--- src/rtl/ide_cycle_ctrl_if.sv ---
// Bus bundle between the 68030-side decode/handshake and the IDE PIO port.
// master = CPU/IDE environment driving requests, slave = the cycle controller.
interface ide_cycle_ctrl_if;
    logic        as20;
    logic        ds20;
    logic        rw;
    logic [31:0] a;
    logic        iordy;
    logic        ide_cs0_n;
    logic        ide_cs1_n;
    logic [2:0]  ide_a;
    logic        ide_rd_n;
    logic        ide_wr_n;
    logic        buf_oe_n;
    logic        buf_dir;
    logic [1:0]  dsack_n;
    logic        access;
    logic        busy;

    modport master (
        output as20, ds20, rw, a, iordy,
        input  ide_cs0_n, ide_cs1_n, ide_a, ide_rd_n, ide_wr_n,
               buf_oe_n, buf_dir, dsack_n, access, busy
    );

    modport slave (
        input  as20, ds20, rw, a, iordy,
        output ide_cs0_n, ide_cs1_n, ide_a, ide_rd_n, ide_wr_n,
               buf_oe_n, buf_dir, dsack_n, access, busy
    );
endinterface

--- src/rtl/ide_cycle_ctrl.sv ---
// PIO cycle sequencer for the $DA2000-$DA3FFF IDE window: chip selects, strobes,
// buffer control with setup/strobe/hold timing, terminated as a 16-bit port.
module ide_cycle_ctrl #(
    parameter int SETUP_CYC   = 2,
    parameter int STROBE_CYC  = 6,
    parameter int HOLD_CYC    = 2,
    parameter int TIMEOUT_CYC = 255
) (
    input  logic            CLKCPU,
    input  logic            RESET,
    ide_cycle_ctrl_if.slave bus
);
    typedef enum logic [2:0] {IDLE, SETUP, STROBE, ACK, HOLD} state_t;

    localparam logic [3:0] SETUP_L  = 4'(SETUP_CYC);
    localparam logic [3:0] STROBE_L = 4'(STROBE_CYC);
    localparam logic [3:0] HOLD_L   = 4'(HOLD_CYC);
    localparam logic [7:0] TMO_L    = 8'(TIMEOUT_CYC);

    state_t     state_q, state_d;
    logic [3:0] cnt_q, cnt_d;
    logic [7:0] tmo_q, tmo_d;
    logic [1:0] iordy_sync_q;
    logic       cs0_n_q, cs0_n_d, cs1_n_q, cs1_n_d;
    logic       rd_n_q, rd_n_d, wr_n_q, wr_n_d;
    logic       oe_n_q, oe_n_d, dir_q, dir_d, busy_q;
    logic [2:0] ide_a_q, ide_a_d;
    logic [1:0] dsack_n_q, dsack_n_d;
    logic       hit, enter_hold, unused_addr_bits;

    assign hit              = (bus.a[31:13] == {16'h00DA, 3'b001});
    assign unused_addr_bits = ^{bus.a[11:5], bus.a[1:0]};

    assign bus.access    = ~hit;
    assign bus.ide_cs0_n = cs0_n_q;
    assign bus.ide_cs1_n = cs1_n_q;
    assign bus.ide_a     = ide_a_q;
    assign bus.ide_rd_n  = rd_n_q;
    assign bus.ide_wr_n  = wr_n_q;
    assign bus.buf_oe_n  = oe_n_q;
    assign bus.buf_dir   = dir_q;
    assign bus.dsack_n   = dsack_n_q;
    assign bus.busy      = busy_q;

    always_comb begin
        state_d    = state_q;
        cnt_d      = cnt_q;
        tmo_d      = tmo_q;
        cs0_n_d    = cs0_n_q;
        cs1_n_d    = cs1_n_q;
        rd_n_d     = rd_n_q;
        wr_n_d     = wr_n_q;
        oe_n_d     = oe_n_q;
        dir_d      = dir_q;
        ide_a_d    = ide_a_q;
        dsack_n_d  = dsack_n_q;
        enter_hold = 1'b0;

        case (state_q)
            IDLE: begin
                if (!bus.as20 && hit) begin
                    state_d = SETUP;
                    cs0_n_d = bus.a[12];
                    cs1_n_d = ~bus.a[12];
                    ide_a_d = bus.a[4:2];
                    dir_d   = ~bus.rw;
                    oe_n_d  = 1'b0;
                    cnt_d   = SETUP_L;
                end
            end
            SETUP: begin
                if (bus.as20) begin
                    enter_hold = 1'b1;
                end else if (cnt_q <= 4'd1) begin
                    state_d = STROBE;
                    cnt_d   = STROBE_L;
                    tmo_d   = TMO_L;
                    if (!dir_q)
                        rd_n_d = 1'b0;
                    else if (!bus.ds20)
                        wr_n_d = 1'b0;
                end else begin
                    cnt_d = cnt_q - 4'd1;
                end
            end
            STROBE: begin
                if (bus.as20) begin
                    enter_hold = 1'b1;
                end else if (rd_n_q && wr_n_q) begin
                    // Write entered before DS20: strobe timing starts once data is valid
                    if (!bus.ds20)
                        wr_n_d = 1'b0;
                end else if (cnt_q > 4'd1) begin
                    cnt_d = cnt_q - 4'd1;
                end else begin
                    cnt_d = 4'd0;
                    if (iordy_sync_q[1] || (cnt_q == 4'd0 && tmo_q <= 8'd1)) begin
                        state_d   = ACK;
                        dsack_n_d = 2'b01;
                    end else if (cnt_q == 4'd0) begin
                        tmo_d = tmo_q - 8'd1;
                    end
                end
            end
            ACK: begin
                if (bus.as20)
                    enter_hold = 1'b1;
            end
            HOLD: begin
                if (cnt_q <= 4'd1) begin
                    state_d = IDLE;
                    cs0_n_d = 1'b1;
                    cs1_n_d = 1'b1;
                end else begin
                    cnt_d = cnt_q - 4'd1;
                end
            end
            default: state_d = IDLE;
        endcase

        if (enter_hold) begin
            state_d   = HOLD;
            rd_n_d    = 1'b1;
            wr_n_d    = 1'b1;
            oe_n_d    = 1'b1;
            dsack_n_d = 2'b11;
            cnt_d     = HOLD_L;
        end
    end

    always_ff @(posedge CLKCPU or negedge RESET) begin
        if (!RESET) begin
            state_q      <= IDLE;
            cnt_q        <= 4'd0;
            tmo_q        <= 8'd0;
            iordy_sync_q <= 2'b00;
            cs0_n_q      <= 1'b1;
            cs1_n_q      <= 1'b1;
            rd_n_q       <= 1'b1;
            wr_n_q       <= 1'b1;
            oe_n_q       <= 1'b1;
            dir_q        <= 1'b0;
            ide_a_q      <= 3'd0;
            dsack_n_q    <= 2'b11;
            busy_q       <= 1'b0;
        end else begin
            state_q      <= state_d;
            cnt_q        <= cnt_d;
            tmo_q        <= tmo_d;
            iordy_sync_q <= {iordy_sync_q[0], bus.iordy};
            cs0_n_q      <= cs0_n_d;
            cs1_n_q      <= cs1_n_d;
            rd_n_q       <= rd_n_d;
            wr_n_q       <= wr_n_d;
            oe_n_q       <= oe_n_d;
            dir_q        <= dir_d;
            ide_a_q      <= ide_a_d;
            dsack_n_q    <= dsack_n_d;
            busy_q       <= (state_d != IDLE);
        end
    end
endmodule
--- src/flat_wrapper.sv ---
// flat-port wrapper written by rule: the top's interface ports become plain ports
module ide_cycle_ctrl_flat 
#(
    parameter int SETUP_CYC   = 2,
    parameter int STROBE_CYC  = 6,
    parameter int HOLD_CYC    = 2,
    parameter int TIMEOUT_CYC = 255
)
  (CLKCPU, RESET, bus_as20, bus_ds20, bus_rw, bus_a, bus_iordy, bus_ide_cs0_n, bus_ide_cs1_n, bus_ide_a, bus_ide_rd_n, bus_ide_wr_n, bus_buf_oe_n, bus_buf_dir, bus_dsack_n, bus_access, bus_busy);
  ide_cycle_ctrl_if bus_i ();
  input  logic CLKCPU;
  input  logic RESET;
  input wire logic [$bits(bus_i.as20)-1:0] bus_as20;
  input wire logic [$bits(bus_i.ds20)-1:0] bus_ds20;
  input wire logic [$bits(bus_i.rw)-1:0] bus_rw;
  input wire logic [$bits(bus_i.a)-1:0] bus_a;
  input wire logic [$bits(bus_i.iordy)-1:0] bus_iordy;
  output wire logic [$bits(bus_i.ide_cs0_n)-1:0] bus_ide_cs0_n;
  output wire logic [$bits(bus_i.ide_cs1_n)-1:0] bus_ide_cs1_n;
  output wire logic [$bits(bus_i.ide_a)-1:0] bus_ide_a;
  output wire logic [$bits(bus_i.ide_rd_n)-1:0] bus_ide_rd_n;
  output wire logic [$bits(bus_i.ide_wr_n)-1:0] bus_ide_wr_n;
  output wire logic [$bits(bus_i.buf_oe_n)-1:0] bus_buf_oe_n;
  output wire logic [$bits(bus_i.buf_dir)-1:0] bus_buf_dir;
  output wire logic [$bits(bus_i.dsack_n)-1:0] bus_dsack_n;
  output wire logic [$bits(bus_i.access)-1:0] bus_access;
  output wire logic [$bits(bus_i.busy)-1:0] bus_busy;
  assign bus_i.as20 = bus_as20;
  assign bus_i.ds20 = bus_ds20;
  assign bus_i.rw = bus_rw;
  assign bus_i.a = bus_a;
  assign bus_i.iordy = bus_iordy;
  assign bus_ide_cs0_n = bus_i.ide_cs0_n;
  assign bus_ide_cs1_n = bus_i.ide_cs1_n;
  assign bus_ide_a = bus_i.ide_a;
  assign bus_ide_rd_n = bus_i.ide_rd_n;
  assign bus_ide_wr_n = bus_i.ide_wr_n;
  assign bus_buf_oe_n = bus_i.buf_oe_n;
  assign bus_buf_dir = bus_i.buf_dir;
  assign bus_dsack_n = bus_i.dsack_n;
  assign bus_access = bus_i.access;
  assign bus_busy = bus_i.busy;
  ide_cycle_ctrl #(.SETUP_CYC(SETUP_CYC), .STROBE_CYC(STROBE_CYC), .HOLD_CYC(HOLD_CYC), .TIMEOUT_CYC(TIMEOUT_CYC)) u_core (.CLKCPU(CLKCPU), .RESET(RESET), .bus(bus_i));
endmodule
--- config.mk ---
export PLATFORM = sky130hd
export DESIGN_NAME = ide_cycle_ctrl_flat
export DESIGN_NICKNAME = d
export VERILOG_FILES = /design/src/rtl/ide_cycle_ctrl_if.sv /design/src/rtl/ide_cycle_ctrl.sv /design/src/flat_wrapper.sv
export SDC_FILE = /design/constraint.sdc
export NUM_CORES = 1
export LEC_CHECK = 0
export BUFFER_PORTS_ARGS = -buffer_cell sky130_fd_sc_hd__buf_2
export CORE_MARGIN = 2
export CORE_UTILIZATION = 40
export DETAILED_ROUTE_END_ITERATION = 7
export HOLD_SLACK_MARGIN = 0.15
export PLACE_DENSITY = 0.77
export SLEW_MARGIN = 30
export SYNTH_ARGS = -nofsm -noshare
export SYNTH_HDL_FRONTEND = slang
export SYNTH_SLANG_ARGS = --single-unit
export TNS_END_PERCENT = 1
--- constraint.sdc ---
create_clock -name CLKCPU -period 4 [get_ports CLKCPU]
set_input_delay 0.2 -clock CLKCPU [delete_from_list [all_inputs] [get_ports CLKCPU]]
set_output_delay 0.2 -clock CLKCPU [all_outputs]
set_load 0.05 [all_outputs]
# Word-level counts from Yosys, hierarchy flattened
# Cells that the tools add are included.
dict set report totals {
  regBits 29
  romBits 0
  wordCells 130
  ramBits 0
  latch_bits 0
  memories 0
}
dict set report classes {
  muxes 56
  n_eq_ne 26
  shift 0
  multipliers 0
  magnitude_cmp 3
  addsub 2
  bitwise 3
  reduce_logical 27
  div_mod_pow 0
}
# op n
set op_table {}
lappend op_table {{2-to-1 mux 8 bit} 7}
lappend op_table {{2-to-1 mux 4 bit} 8}
lappend op_table {{2-to-1 mux 3 bit} 9}
lappend op_table {{2-to-1 mux 1 bit} 20}
lappend op_table {{== test 19 x 11 -> 1 bit, second input constant} 1}
lappend op_table {{one-hot mux 4 bit (4 select lines)} 1}
lappend op_table {{one-hot mux 8 bit (2 select lines)} 1}
lappend op_table {{nonzero test 2 bit} 8}
lappend op_table {{one-hot mux 3 bit (5 select lines)} 1}
lappend op_table {{inequality test 2 x 1 -> 1 bit, second input constant} 7}
lappend op_table {{2-to-1 mux 2 bit} 6}
lappend op_table {{inequality test 2 bit, second input constant} 6}
lappend op_table {{inequality test 3 x 1 -> 1 bit, second input constant} 4}
lappend op_table {{inequality test 3 x 2 -> 1 bit, second input constant} 4}
lappend op_table {{AND reduction 6 bit} 2}
lappend op_table {{less-or-equal comparator 8 x 1 -> 1 bit, second input constant} 1}
lappend op_table {{AND reduction 8 bit} 1}
lappend op_table {{subtractor 8 x 1 -> 8 bit, second input constant} 1}
lappend op_table {{== test 3 x 2 -> 1 bit, second input constant} 2}
lappend op_table {{one-hot mux 1 bit (2 select lines)} 3}
lappend op_table {{nonzero test 3 bit} 2}
lappend op_table {{AND reduction 5 bit} 1}
lappend op_table {{nonzero test 5 bit} 1}
lappend op_table {{greater-than comparator 4 x 1 -> 1 bit, second input constant} 1}
lappend op_table {{14 further kinds} 19}

# Longest topological paths before layout
# Gate-level depths: netlist of run 1.
dict set report logic_depth {
  depth_word 10
  depth_mapped 8
  depth_no_buf 7
}

# Least setup slack after synthesis of run 1
# No wires, ideal clock.
dict set report synth_path {
  kind {flip-flop to flip-flop}
  start {reg u_core.cnt_q[0]}
  end {reg u_core.tmo_q[1]}
  arrival_time_ns 2.046
  t_required_ns 3.921
  setup_time_ns 0.079
  path_stages_with_launch 9
  n_path_buf 1
  setup_slack_ns 1.875
  synth_period_minus_slack_ns 2.125
  cell_sequence {dfrtp_1 inv_1 ha_1 or2_2 clkbuf_1 nand4_1 or2_2 a2111oi_4 a2bb2oi_1}
}
dict set report synth_via {
  elab_chain_len 5
}
# item line_no
set synth_lines {}
lappend synth_lines {{start, declared} ide_cycle_ctrl.sv:21} ;# logic [3:0] cnt_q, cnt_d;
lappend synth_lines {{start signal, assigned} ide_cycle_ctrl.sv:148} ;# cnt_q <= cnt_d;
lappend synth_lines {{branches (longest 4 deep; another with greater-than comparator 4 x 1 -> 1 bit)} --}
lappend synth_lines {{AND reduction 8 bit (no source line) (*)} --}
lappend synth_lines {{end signal, assigned} ide_cycle_ctrl.sv:149} ;# tmo_q <= tmo_d;
lappend synth_lines {{end, declared} ide_cycle_ctrl.sv:22} ;# logic [7:0] tmo_q, tmo_d;
# Every way passes the cells marked *.
# A chain may end at the register's enable or synchronous reset.

# Worst setup path in the final report of run 1
dict set report layout_path {
  start {reg u_core.tmo_q[0]}
  end {reg u_core.tmo_q[1]}
}
dict set report layout_via {
  elab_chain_len 7
}
# item line_no
set layout_lines {}
lappend layout_lines {{subtractor 8 x 1 -> 8 bit} ide_cycle_ctrl.sv:101} ;# tmo_d = tmo_q - 8'd1;
lappend layout_lines {{2-to-1 mux 8 bit} ide_cycle_ctrl.sv:100} ;# end else if (cnt_q == 4'd0) begin
lappend layout_lines {{2-to-1 mux 8 bit} ide_cycle_ctrl.sv:97} ;# if (iordy_sync_q[1] || (cnt_q == 4'd0 && tmo_q <= 8'd1)) begin
lappend layout_lines {{2-to-1 mux 8 bit} ide_cycle_ctrl.sv:93} ;# end else if (cnt_q > 4'd1) begin
lappend layout_lines {{2-to-1 mux 8 bit} ide_cycle_ctrl.sv:89} ;# end else if (rd_n_q && wr_n_q) begin
lappend layout_lines {{2-to-1 mux 8 bit} ide_cycle_ctrl.sv:87} ;# if (bus.as20) begin
lappend layout_lines {{one-hot mux 8 bit (2 select lines)} ide_cycle_ctrl.sv:59} ;# case (state_q)
# Parallel ways exist; a longest one is shown, timed or not. The select of a mux whose other input is x is not followed.

==> impl_metrics.yaml, run 1 <==
clock_network:
  clk_latency_ps: 270
  clk_path_buf_depth: 2
  post_cts_resized: 0
  cts_tree: "yes"
  hold_buffers: 5
  cts_sinks: 28
  path_clk_slew_ps: 90
  cts_made_buffers: 3
  htreeDepth: 1
  cts-root-buf: "clkbuf_8"
  cts_setup_buffers: 0
grt:
  grt_pass1_wl_mm: 6.43
  antenna_found_initial: 0
  first_global_vias: 1432
  track_usage_pct: 17.5
  grt-ovfl-total: 0
  grt_max_degree: 29
power:
  leakage_nw: 0.980
  p_switching_mw: 0.266
  seqPwrFrac_pct: 46.2
  ir_drop_mv: 0.271
  powerDensity_nw_per_um2: 372
  clkPwrFrac_pct: 23.1
  intPower_mw: 0.487
  combPwrFrac_pct: 30.6
  swShare_pct: 35.3
cells_and_area:
  syn2layout_area_growth_pct: 20.0
  final_layout_size_suffix_gt1_share_pct: 30.9
  antennaDiodeCount: 0
  fillers: 375
  nets: 264
  fin_cells: 270
logic_synthesis:
  ys_warn_count: 0
  synth_mux_area_share_pct: 4.45
  synthCells: 178
  syn_avg_cell_area_sq_um: 9.48
  synth-xor-area-share_pct: 1.04
  synth-compound-area-share_pct: 18.8
  synthTopCellsByArea: "dfrtp_1 33%, dfstp_2 9.3%, ha_1 3.7%"
  synth.top_cell.area_share_pct: 32.6
  synthArstFlopShare_pct: 100
  netlist_top_cells_count: "22 x dfrtp_1, 15 x nand2_1, 14 x nor2_1, 11 x inv_1, 11 x o21ai_0"
  netlist_area_sq_um: 1690
  synth_nets: 221
  yosys.area_share.simple_pct: 25.2
  synth-adder-area-share_pct: 3.71
  yosys.area.top_type: "dfrtp_1"
  yosysSeqAreaShare_pct: 42.0
  synth.most_common_cell: "dfrtp_1"
  ys_seq_elements: 28
  synth_edf_count: 0
  ys.flop_type: "dfrtp_1"
  ys_types: 50
  synth_top_family_by_area: "simple AND/OR/NAND/NOR gates"
worst_setup_path:
  criticalPathCategory: "reg -> reg"
  critical_path.max_stage_delay_ps: 380
  arrival_ps: 2490
  crit_fanout: 5
  startpoint_type: "register"
  crit_path_cell_trace: "inv_1 -> ha_1 -> or2_2 -> a41o_1 -> or2_2 -> a2111oi_4 -> a2bb2oi_1"
  end_kind: "register"
  crit_slowest_cell: "dfrtp_1"
  path_common_cell: "or2_2"
  cp.required_ps: 4210
sta:
  finalHoldViolCount: 0
  tightest_slew_ps: 645
  rsz0062_at_grt: "false"
  min_period_ps: 2280
  finalCritPeriodShare_pct: 57.0
  final.setup.tns_ps: 0
  max_slew_margin_pct: 57.0
  setup_viol: 0
  max_freq_mhz: 438
  fin_skew_ps: 5.12
  slew_viol_final: 0
place:
  dp_cells: 261
  dp_hpwl_mm: 2.72
  io_buffers: 40
  place_congestion: 0.827
flow_run:
  maxCapViolations: 0
floorplan:
  io_pins: 51
  dieArea_sq_um: 4750
  die_y_um: 68.9
  core-area_sq_um: 4030
  fp-row-count: 23
  dieWidth_um: 68.9
  initial_core_util_pct: 41.9
worst_hold_path:
  hp-class: "in -> reg"
status:
  status: "finished clean"
route:
  drcViolationCount: 0
  drt-initial-drc-count: 72
  dr.pass1.iters: 4
  totalWireLength_mm: 3.67
  avgRoutedWirePerCell_um: 13.6
  drt-vias-per-instance: 5.60
  ant_nets: 0
  vias: 1512
[critical path, delay by kind of cell, from the launching register on]
| family | cells | cell delay [ps] |
|---|---|---|
| AO/OA/AOI/OAI | 3 | 850 |
| buffers and inverters | 1 | 90 |
| flip-flops | 1 | 380 |
| AND/OR/NAND/NOR | 2 | 660 |
| adder cells (fa/ha/maj) | 1 | 220 |
[routing by layer]
| metal | wire (um) | vias up | global-route usage [%] |
|---|---|---|---|
| met5 | 0 | - | 0 |
| met3 | 213 | 2 | 3.90 |
| met1 | 1690 | 729 | 23.8 |
| met2 | 1750 | 51 | 28.7 |
| met4 | 14 | 0 | 3.19 |
| li1 | - | 730 | - |
[power by group through the flow]
| stage | logic (mW) | clock network [mW] | registers, mW |
|---|---|---|---|
| floorplan | 0.133 | 0 | 0.385 |
| global placement | 0.221 | 0 | 0.352 |
| detailed placement | 0.226 | 0 | 0.352 |
| CTS | 0.230 | 0.181 | 0.348 |
| global route | 0.258 | 0.191 | 0.356 |
| finish | 0.231 | 0.174 | 0.348 |
[stage by stage]
step	utilization [%]	power, mW	hold slack [ps]	setup slack [ps]	cell area (sq um)
3_3_place_gp	47.5	0.573	254	1660	1910
6_report	50.2	0.754	159	1720	2020
2_1_floorplan	-	0.518	-95.6	1880	1690
4_1_cts	50.1	0.759	153	1540	2020
3_5_place_dp	47.5	0.579	260	1590	1910
5_1_grt	50.2	0.805	152	1540	2020
[layout by cell type, fill, tap and decap left out, types with 2 or more instances in the layout]
cell / Yosys / routed
nand2_1: 15 / 15
a41o_1: 2 / 2
xnor2_1: 2 / 2
ha_1: 5 / 5
inv_1: 11 / 11
clkbuf_8: 0 / 4
a21o_1: 2 / 2
and2_1: 2 / 2
dlygate4sd3_1: 0 / 5
a31oi_1: 2 / 2
nor3_1: 7 / 7
or2_2: 7 / 7
mux2_2: 4 / 4
o21ai_0: 11 / 11
nor2_1: 14 / 14
a2bb2oi_1: 3 / 3
and3_1: 3 / 3
nor4b_1: 3 / 3
a21oi_1: 9 / 9
or4b_1: 2 / 2
buf_2: 2 / 40
dfrtp_1: 22 / 22
a211oi_1: 3 / 3
dfstp_2: 6 / 6
o21a_1: 2 / 2
nand3_1: 4 / 4
nor2b_1: 4 / 4
mux2i_1: 3 / 3
[cell type report]
cell class	instances	area (sq um)	share of cell area (%)
multi-input combinational	132	907	44.8
sequential	28	708	35.0
timing repair buffer	45	250	12.4
tap	50	62.6	3.09
clock buffer	4	55.1	2.72
inverter	11	41.3	2.04
[worst paths after layout]
kind,from,endpoint,slack (ps),cells past startpoint
hold / removal,bus_a[2],u_core.bus.ide_a[0],160,2
setup / recovery,u_core.tmo_q[0],u_core.tmo_q[1],1720,7
max in group asynchronous,RESET,u_core.state_q[2],3110,2
hold reg to reg,u_core.iordy_sync_q[0],u_core.iordy_sync_q[1],360,0
setup reg to reg,u_core.tmo_q[0],u_core.tmo_q[1],1720,7
min in group asynchronous,RESET,u_core.tmo_q[3],470,2
[sequential cells by signal, summed over array words and instances (netlist names)]
name / cells
u_core.tmo_q: 8
u_core.cnt_q: 4
u_core.bus.ide_a: 3
u_core.state_q: 3
u_core.iordy_sync_q: 2
u_core.bus.buf_dir: 1
u_core.bus.buf_oe_n: 1
u_core.bus.busy: 1
u_core.bus.dsack_n: 1
u_core.bus.ide_cs0_n: 1
u_core.bus.ide_cs1_n: 1
u_core.bus.ide_rd_n: 1
u_core.bus.ide_wr_n: 1
[kinds of logic after synthesis]
logic type,count (synthesis)
AND/OR/NAND/NOR,73
AO/OA/AOI/OAI,44
flip-flops,28
buffers and inverters,18
multiplexers,7
adder cells (fa/ha/maj),5
XOR/XNOR,2
other,1
No activity file was read; power rests on OpenSTA's default activity.
==> run 2: changes to the inputs <==
- clock period: 4 -> 2.2 ns (I/O delays scaled with it)
==> run 2 against run 1 <==
First-iteration DRC count is 29% higher. Via count rose by 5.2%. Combinational power is 130% higher. Wire length grew 13%. Core utilization grew 5.2 points. Design area is 10% higher. Non-clock buffer count grew 23. Setup slack worse by 1600 ps. Critical path type unchanged. Critical endpoint is now u_core.tmo_q[0].
==> impl_metrics.yaml, run 2 (same netlist as run 1, synthesis figures left out) <==
status:
  status: "finished clean"
worst_setup_path:
  startpoint_type: "register"
  r2r_end: "u_core.tmo_q[0]"
  criticalPathCategory: "reg -> reg"
  r2r_cells: 8
  ff2ff_setup_slack_ps: 100
  end_kind: "register"
  cp.required_ps: 2370
  crit_fanout: 4
  r2r_start: "u_core.cnt_q[1]"
  arrival_ps: 2270
route:
  ant_nets: 0
  avgRoutedWirePerCell_um: 14.2
  drt-vias-per-instance: 5.43
  vias: 1591
  drcViolationCount: 0
  totalWireLength_mm: 4.16
  dr.pass1.iters: 4
  drt-initial-drc-count: 93
sta:
  finalCritPeriodShare_pct: 95.2
  slew_viol_final: 0
  max_freq_mhz: 477
  setup_viol: 0
  tightest_slew_ps: 628
  max_slew_margin_pct: 58.1
  fin_skew_ps: 2.83
  finalHoldViolCount: 0
  worst_slack_ps: 105
  min_period_ps: 2100
cells_and_area:
  largest_reg_flops: 8
  final_layout_size_suffix_gt1_share_pct: 37.9
  reg_top3: "u_core.tmo_q (8), u_core.cnt_q (4)"
  mostFrequentLayoutCells: "40 x buf_2, 22 x dfrtp_1, 20 x buf_4"
  antennaDiodeCount: 0
  fin_cells: 293
  syn2layout_area_growth_pct: 32.4
  layout_commonest_cell: "buf_2"
  largest_register: "u_core.tmo_q"
  nets: 287
floorplan:
  dieArea_sq_um: 4750
  die_y_um: 68.9
  fp-row-count: 23
  io_pins: 51
  core-area_sq_um: 4030
  dieWidth_um: 68.9
  initial_core_util_pct: 41.9
power:
  intPower_mw: 0.956
  combPwrFrac_pct: 36.1
  swShare_pct: 35.3
  seqPwrFrac_pct: 42.3
  leakage_nw: 1.10
  powerDensity_nw_per_um2: 661
  p_switching_mw: 0.521
  clkPwrFrac_pct: 21.6
  ir_drop_mv: 0.551
place:
  dp_cells: 281
  io_buffers: 40
  place_congestion: 0.846
  dp_slack_ps: -109
  dp_hpwl_mm: 3.02
worst_hold_path:
  hp-class: "in -> reg"
  min_to: "u_core.bus.ide_rd_n"
  hold_path_startpoint: "bus_as20"
  hold_depth: 3
clock_network:
  clk_path_buf_depth: 2
  cts_tree: "yes"
  htreeDepth: 1
  clk_latency_ps: 270
  cts_sinks: 28
  cts_made_buffers: 3
  cts-root-buf: "clkbuf_8"
  path_clk_slew_ps: 90
  cts_setup_buffers: 0
grt:
  first_global_vias: 1564
  antenna_found_initial: 0
  grt-ovfl-total: 0
  grt_pass1_wl_mm: 6.93
  grt_max_degree: 29
  track_usage_pct: 19.4
flow_run:
  maxCapViolations: 0
==> run 2: cell count changes in the layout (fill, tap and decap cells not counted) <==
cell and delta:
a2bb2oi_1 -1, nor4b_1 -1, dlygate4sd3_1 +3, a21oi_2 +2, buf_4 +20, nor4_2 -1
a2bb2oi_2 +1, a21oi_1 -2, nor4_4 +1, nor4b_2 +1
==> run 2: how the worst max path moves through the flow <==
stage,cells after the start,endpoint,start,slack (ps)
global route,7,u_core.tmo_q[0],u_core.tmo_q[0],-10
finish,8,u_core.tmo_q[0],u_core.cnt_q[1],100
global placement,7,u_core.tmo_q[5],u_core.tmo_q[0],-9
detailed placement,7,u_core.tmo_q[5],u_core.tmo_q[0],-110
floorplan,8,u_core.tmo_q[1],u_core.cnt_q[0],80
CTS,7,u_core.tmo_q[1],u_core.tmo_q[0],10
==> run 2: layer usage <==
metal / vias up / GRT usage, % / share of wire, %
met5: - / 0 / 0
met4: 0 / 6.37 / 0.77
met3: 3 / 4.71 / 5.6
met2: 49 / 32.3 / 51
met1: 765 / 24.7 / 43
li1: 774 / - / -
==> run 2: power by group through the flow <==
stage / Combinational, mW / Sequential [mW] / Clock, mW
finish: 0.533 / 0.624 / 0.319
global route: 0.574 / 0.633 / 0.351
global placement: 0.482 / 0.630 / 0
floorplan: 0.242 / 0.701 / 0
detailed placement: 0.496 / 0.630 / 0
CTS: 0.510 / 0.623 / 0.331
==> run 2: cell type report <==
| class | instances | area, sq um |
|---|---|---|
| Timing Repair Buffer | 68 | 430 |
| Sequential cell | 28 | 708 |
| Inverter | 11 | 41.3 |
| Fill cell | 337 | 1800 |
| Clock buffer | 4 | 55.1 |
| Multi-Input combinational cell | 132 | 936 |
| Tap cell | 50 | 62.6 |
==> run 2: timing repair <==
| item | in CTS | in global routing |
|---|---|---|
| hold buffers | 8 | 0 |
| endpoints found under the setup margin | 3 | 7 |
| pin swaps | 0 | 2 |
| gates resized for setup | 1 | 5 |
| endpoints found under the hold margin | 30 | 0 |
==> run 2: worst max-delay path: stages, from the launching register on <==
cell     delay [ps]
dfrtp_1         380
inv_1            90
ha_1            230
nor4b_2         180
a41o_1          290
or2_2           350
buf_4           160
o21a_1          170
a21o_1          140
==> run 2: stage by stage <==
stage               hold WS, ps  power, mW  utilization, %  area, sq um  setup TNS (ps)
finish                      229       1.48            55.4         2230               0
global route                265       1.56            55.4         2230           -22.9
CTS                         224       1.46            54.7         2200               0
detailed placement          170       1.13            51.2         2060            -282
global placement            169       1.11            51.2         2060           -8.54
floorplan                  -186      0.943               -         1690               0
==> run 3: changes to the inputs <==
==> constraint.sdc (replaced) <==
create_clock -name CLKCPU -period 2.2 [get_ports CLKCPU]
set_input_delay 0.33 -clock CLKCPU [delete_from_list [all_inputs] [get_ports CLKCPU]]
set_output_delay 0.33 -clock CLKCPU [all_outputs]
set_load 0.05 [all_outputs]
==> run 3 against run 2 <==
Cell count down 1.0%. Maximum frequency fell by 2.3%. Worst hold slack worse by 36 ps. Flip-flop and latch count is the same. Clock power is 28% higher. Global-route usage fell by 0.57 points. Sequential power hardly changed. Clock-buffer cell count down 1. First-iteration DRC count is 30% lower. Wire length shrank 2.4%. Die area unchanged. Critical path type unchanged. Largest power group unchanged.
==> impl_metrics.yaml, run 3 (same netlist as run 1, synthesis figures left out) <==
sta:
  max_freq_mhz: 466
  fin_skew_ps: 6.73
  setup_viol: 0
  slew_viol_final: 0
  final.setup.tns_ps: 0
  worst_slack_ps: 55.5
  min_period_ps: 2140
  rsz0062_at_grt: "true"
  tightest_slew_ps: 645
  max_slew_margin_pct: 57.0
  finalHoldViolCount: 0
  finalCritPeriodShare_pct: 97.5
worst_setup_path:
  end_kind: "register"
  criticalPathCategory: "reg -> reg"
  startpoint_type: "register"
  ff2ff_setup_slack_ps: 60
  crit_fanout: 4
  arrival_ps: 2360
  cp.required_ps: 2410
clock_network:
  clk_latency_ps: 280
  cts_sinks: 28
  cts_setup_buffers: 0
  clk_path_buf_depth: 2
  cts_made_buffers: 3
  cts_tree: "yes"
  htreeDepth: 1
  cts-root-buf: "clkbuf_8"
  path_clk_slew_ps: 100
cells_and_area:
  largest_reg_flops: 8
  largest_register: "u_core.tmo_q"
  mostFrequentLayoutCells: "40 x buf_2, 23 x buf_4, 22 x dfrtp_1"
  layout_commonest_cell: "buf_2"
  design_area_sq_um: 2200
  syn2layout_area_growth_pct: 30.2
  antennaDiodeCount: 0
  reg_top3: "u_core.tmo_q (8), u_core.cnt_q (4)"
  nets: 284
  final_layout_size_suffix_gt1_share_pct: 38.8
floorplan:
  fp-row-count: 23
  dieArea_sq_um: 4750
  die_y_um: 68.9
  dieWidth_um: 68.9
  io_pins: 51
  core-area_sq_um: 4030
  initial_core_util_pct: 41.9
route:
  drt-vias-per-instance: 5.42
  totalWireLength_mm: 4.06
  drt-initial-drc-count: 65
  drcViolationCount: 0
  ant_nets: 0
  avgRoutedWirePerCell_um: 14.0
  dr.pass1.iters: 4
  vias: 1573
grt:
  grt_pass1_wl_mm: 6.69
  grt-ovfl-total: 0
  track_usage_pct: 18.9
  first_global_vias: 1467
  grt_max_degree: 29
  antenna_found_initial: 0
place:
  dp_slack_ps: -124
  dp_hpwl_mm: 3.04
  io_buffers: 40
  place_congestion: 0.821
  placed_cell_area_sq_um: 2090
worst_hold_path:
  hp-class: "in -> reg"
power:
  leakage_nw: 1.09
  powerDensity_nw_per_um2: 701
  ir_drop_mv: 0.496
flow_run:
  maxCapViolations: 0
status:
  status: "finished clean"
[run 3: final timing paths]
path | startpoint | to | depth (start not counted)
setup / recovery | u_core.cnt_q[0] | u_core.cnt_q[0] | 8
setup reg to reg | u_core.cnt_q[0] | u_core.cnt_q[0] | 8
min in group asynchronous | RESET | u_core.tmo_q[3] | 2
max in group asynchronous | RESET | u_core.cnt_q[0] | 2
hold / removal | bus_a[12] | u_core.bus.ide_cs1_n | 2
hold reg to reg | u_core.iordy_sync_q[0] | u_core.iordy_sync_q[1] | 0
[run 3: stage by stage]
stage | util, % | hold slack, ps | total power [mW] | cells
4_1_cts | 54.3 | 181 | 1.55 | 290
5_1_grt | 54.5 | 187 | 1.63 | 290
2_1_floorplan | - | 34.4 | 0.943 | 178
3_5_place_dp | 51.8 | 345 | 1.13 | 284
3_3_place_gp | 51.8 | 334 | 1.11 | 284
6_report | 54.5 | 193 | 1.54 | 290
[run 3: repair_timing]
| item | 4_1_cts | 5_1_grt |
|---|---|---|
| setup endpoints to repair | 4 | 6 |
| hold buffers | 2 | 0 |
| pin swaps | 1 | 2 |
| hold endpoints to repair | 23 | 0 |
| gates resized for setup | 2 | 2 |
[run 3: where the power goes]
group | switching (mW) | internal [mW] | total [mW]
Combinational | 0.296 | 0.208 | 0.504
Sequential | 0.0462 | 0.579 | 0.625
Clock | 0.166 | 0.244 | 0.409
[run 3: routing by layer]
layer | routed length, um | part of all wire (%) | vias up | track usage [%]
li1 | - | - | 767 | -
met1 | 1730 | 43 | 728 | 23.1
met2 | 1990 | 49 | 70 | 32.8
met3 | 296 | 7.3 | 8 | 4.55
met4 | 42 | 1.0 | 0 | 5.39
met5 | 0 | 0 | - | 0
[run 3: final cells by class]
cell class	count	area, sq um
sequential	28	708
inverter	11	41.3
fill	367	1830
timing repair buffer	65	393
clock buffer	3	41.3
tap	50	62.6
multi-input combinational	132	920
clock inverter	1	30.0
[run 3: worst max-delay path, stage by stage, from the launching register on]
cell	delay, ps
dfrtp_1	390
buf_4	150
ha_1	210
or2_2	330
buf_4	150
a21oi_1	230
a221oi_1	110
or4_4	440
o21ai_2	60
